[config.mk]
export PLATFORM = sky130hd
export DESIGN_NAME = mod12_counter
export DESIGN_NICKNAME = d
export VERILOG_FILES = /design/src/rtl/mod12_counter.sv
export SDC_FILE = /design/constraint.sdc
export NUM_CORES = 1
export LEC_CHECK = 0
export ABC_AREA = 1
export CAP_MARGIN = 20
export CORE_AREA = 2 2 44 46
export CTS_CLUSTER_DIAMETER = 30
export DETAILED_ROUTE_END_ITERATION = 8
export DIE_AREA = 0 0 46 48
export PLACE_DENSITY = 0.55
export SLEW_MARGIN = 20
export SYNTH_ARGS = -nofsm -noshare
export SYNTH_HDL_FRONTEND = slang
export SYNTH_SLANG_ARGS = --single-unit
[constraint.sdc]
create_clock -name clk -period 1.7 [get_ports clk]
set_input_delay 0.51 -clock clk [delete_from_list [all_inputs] [get_ports clk]]
set_output_delay 0.51 -clock clk [all_outputs]
set_load 0.005 [all_outputs]
[src/rtl/mod12_counter.sv]
// mod12_counter: up/down modulo counter with clear, saturating load, terminal count and registered wrap pulse
module mod12_counter #(
    parameter int MODULUS = 12,
    parameter int WIDTH   = 4
) (
    input  logic             clk,
    input  logic             reset,
    input  logic             enable,
    input  logic             up_down,
    input  logic             clear,
    input  logic             load,
    input  logic [WIDTH-1:0] load_value,
    output logic [WIDTH-1:0] count,
    output logic             tc,
    output logic             wrap
);
    localparam logic [WIDTH-1:0] max_val = WIDTH'(MODULUS - 1);

    if (MODULUS < 2 || MODULUS > 16 || (2 ** WIDTH) < MODULUS) begin : g_bad_params
        $error("mod12_counter: invalid MODULUS/WIDTH combination");
    end

    logic             at_max;
    logic             at_zero;
    logic [WIDTH-1:0] step_val;
    logic [WIDTH-1:0] next_count;
    logic             next_wrap;

    always_comb begin
        at_max     = count == max_val;
        at_zero    = count == '0;
        step_val   = up_down ? (at_max ? '0 : count + 1'b1) : (at_zero ? max_val : count - 1'b1);
        next_count = clear ? '0 :
                     load  ? (load_value > max_val ? max_val : load_value) :
                     enable ? step_val : count;
        next_wrap  = !clear && !load && enable && (up_down ? at_max : at_zero);
        tc         = up_down ? at_max : at_zero;
    end

    always_ff @(posedge clk) begin
        if (!reset) begin
            count <= '0;
            wrap  <= 1'b0;
        end else begin
            count <= next_count;
            wrap  <= next_wrap;
        end
    end
endmodule

==> impl_results.md <==
- Outcome: finished with violations
- Failing checks: negative setup slack
- Synth Register Bits: 5
- Largest net degree at the start of global routing: 7
- Hold path depth: 3
- PortBufs: 15
- Drt first pass iters: 2
- H-tree depth: 1
- Commonest cells after routing, fill and taps aside: 24 x buf_4, 9 x inv_1, 9 x nand2_1, 9 x clkdlybuf4s50_1
- Final min period: 1730 ps
- MaxCap Viol Count: 0
- Peak supply drop: 234 µV
- Num CTS Buffers: 3
- Worst slew pin tran: ~290 ps
- Synth top area share: 25.0%
- First-pass GRT wire length: about 2100 µm
- Mapped cell area: 400 µm²
- Post-synthesis compound-gate area fraction: 21.3%
- CP Max Fanout: 3
- CTS root buf: clkbuf_4
- WS Path Type: flip-flop to primary output
- Synth Net Count: 73
- Logic pwr share: 42.1%
- Initial antenna violation count: 0
- Cell Pwr Density: 509 mW/mm²
- Die area: 0.00221 mm²
- Part of the power in registers: 28.0%
- Synth top area cells: dfxtp_1 25%, inv_1 11%, nand2_1 11%, nand3_1 7.5%, xnor2_1 6.6%
- DRC: 0
- XOR/XNOR Fraction of Synth Area: 6.56%
- Relative slew slack: 80.3%
- CP arrival: ~1200 ps
- GP Congestion: 0.780
- Final Hold Viols: 0
- CP endpoint kind: primary output
- Warning count from the yosys run: 0
- Final WS setup: -28.7 ps
- Worst Hold Class: flip-flop to flip-flop
- Die Ht: 48 µm
- Final setup violation count: 1
- FF-to-FF path depth: 12
- Total GRT Usage: a little over an eighth
- Net switching power: 0.000133 W
- Final instance area: approximately 910 µm²
- Mapped Cells: 61
- Fin nets: between 100 and 150
- Post-synth top area cell: dfxtp_1
- Initial Util: between 20% and 30%
- Leak: roughly 0.46 nW
- TritonCTS clock tree: yes
- Row count: 15
- Slew Viols, Final: 0
- CTS Buffer Depth: 2
- Adder-Cell Fraction of Synth Area: 6.25%
- Setup TNS: -28.7 ps
- Routed vias/inst: 4.52
- Worst-path clk slew: 40 ps
- Syn Area/Cell: 6.56 µm²
- Grt total ovfl: 0
- Req. time, crit path: 1190 ps
- Antenna viol nets, final: 0
- TritonCTS Sinks: 5
- Max Freq: 0.578 GHz
- Most common cell after layout, fill and taps aside: buf_4
- Tcrit/Tclk final: 102%
- Register area share after synthesis: 25.0%
- Proportion of layout cells with a drive suffix above 1: 48.2%
- Number of global-route vias before repair: 562
- HPWL after DPL: 902 µm
- Final antenna diode count: 0
- DR iter-0 viols: 3
- I/O Pins: 16
- Largest family of logic cells by synthesized area: simple AND/OR/NAND/NOR gates
- Netlist cell types: 17
- RSZ-0062 raised after global routing: yes
- Vias: 574
- Routed wire length: 1280 µm
- Placed Instance Area: 714 µm²
- P_int: 0.000331 W
- Die Span X: 46 µm
- Switch share: 28.7%
- DR WL/cell: 10.1 µm
- Core ar.: 0.00169 mm²
- Crit start category: flip-flop
- Synthesis-to-layout area growth: 128%
- Synth Area in Simple Gates: 28.8%
- Worst skew pair latency: between 200 and 250 ps
- Clock Skews: 0.387 ps
- Power share of the clock group: 30.0%
- Mux cell area share after synthesis: 0%
-- worst paths after layout --
kind | startpoint | endpoint | slack (ps)
worst max-delay path | count[0]$_SDFFE_PP0P_ | tc | -30
worst min-delay path | count[3]$_SDFFE_PP0P_ | count[3]$_SDFFE_PP0P_ | 620
worst max register to register | count[0]$_SDFFE_PP0P_ | count[2]$_SDFFE_PP0P_ | 70
worst min register to register | count[3]$_SDFFE_PP0P_ | count[3]$_SDFFE_PP0P_ | 620
-- metrics by stage --
step | instances | setup slack [ps] | util (%) | hold WS, ps | power (W)
after floorplan | 61 | 196 | - | 524 | 0.000190
after global placement | 112 | -593 | 42.3 | 632 | 0.000275
after detailed placement | 112 | -606 | 42.3 | 636 | 0.000276
after CTS | 123 | -69.0 | 50.3 | 619 | 0.000445
after global routing | 127 | -89.7 | 53.9 | 663 | 0.000497
final | 127 | -28.7 | 53.9 | 622 | 0.000464
-- synthesized netlist by cell type --
cell type  instances
o21ai_0            3
ha_1               2
nand3_1            6
a21oi_1            4
nor2_1             3
a21oi_2            2
o22ai_2            1
nand2_1           12
inv_2              1
a31oi_1            2
nand4_1            2
nand3_2            1
o31ai_1            1
nand2_2            1
xnor2_1            3
dfxtp_1            5
inv_1             12
-- timing repair --
action	in CTS	in global routing
setup endpoints to repair	4	3
resized for setup	23	10
pin swaps	4	5
hold buffers	0	0
buffers inserted	7	5
cloned	0	0
-- power groups by stage --
stage | Sequential (W) | Combinational, W | Clock [W]
2_1_floorplan | 0.000133 | 0.0000567 | 0
3_3_place_gp | 0.000131 | 0.000144 | 0
6_report | 0.000130 | 0.000195 | 0.000139
3_5_place_dp | 0.000130 | 0.000145 | 0
4_1_cts | 0.000131 | 0.000176 | 0.000139
5_1_grt | 0.000130 | 0.000214 | 0.000153
-- flip-flops by register name (all words and copies together), names as in the netlist --
register,cells
wrap,1
count,4
-- layer usage --
metal	vias to the layer above	global-route usage [%]	share of wire [%]	routed length (µm)
met3	4	2.26	2.7	34
li1	302	-	-	-
met4	0	8.00	3.0	38
met2	14	23.3	54	690
met5	-	0	0	0
met1	254	15.1	40	519
-- final cells by class --
cell class,count,area [µm²]
fillers,165,778
repair buffers,45,403
multi-input cells,43,297
flip-flops and latches,5,110
inverters,13,53.8
clock buffers,4,26.3
well taps,17,21.3
-- cell families after synthesis --
group	Yosys count
flip-flops	5
AND/OR/NAND/NOR	25
buffers and inverters	13
adder cells (fa/ha/maj)	2
XOR/XNOR	3
AO/OA/AOI/OAI	13
-- critical path, cell delays in order (launching register included) --
cell and delay, ps:
dfxtp_4 360, buf_12 120, ha_4 150, nand3_2 70, nand2_2 60, nand2_2 70
inv_1 40, clkbuf_2 100
No activity file was read; power rests on OpenSTA's default activity.
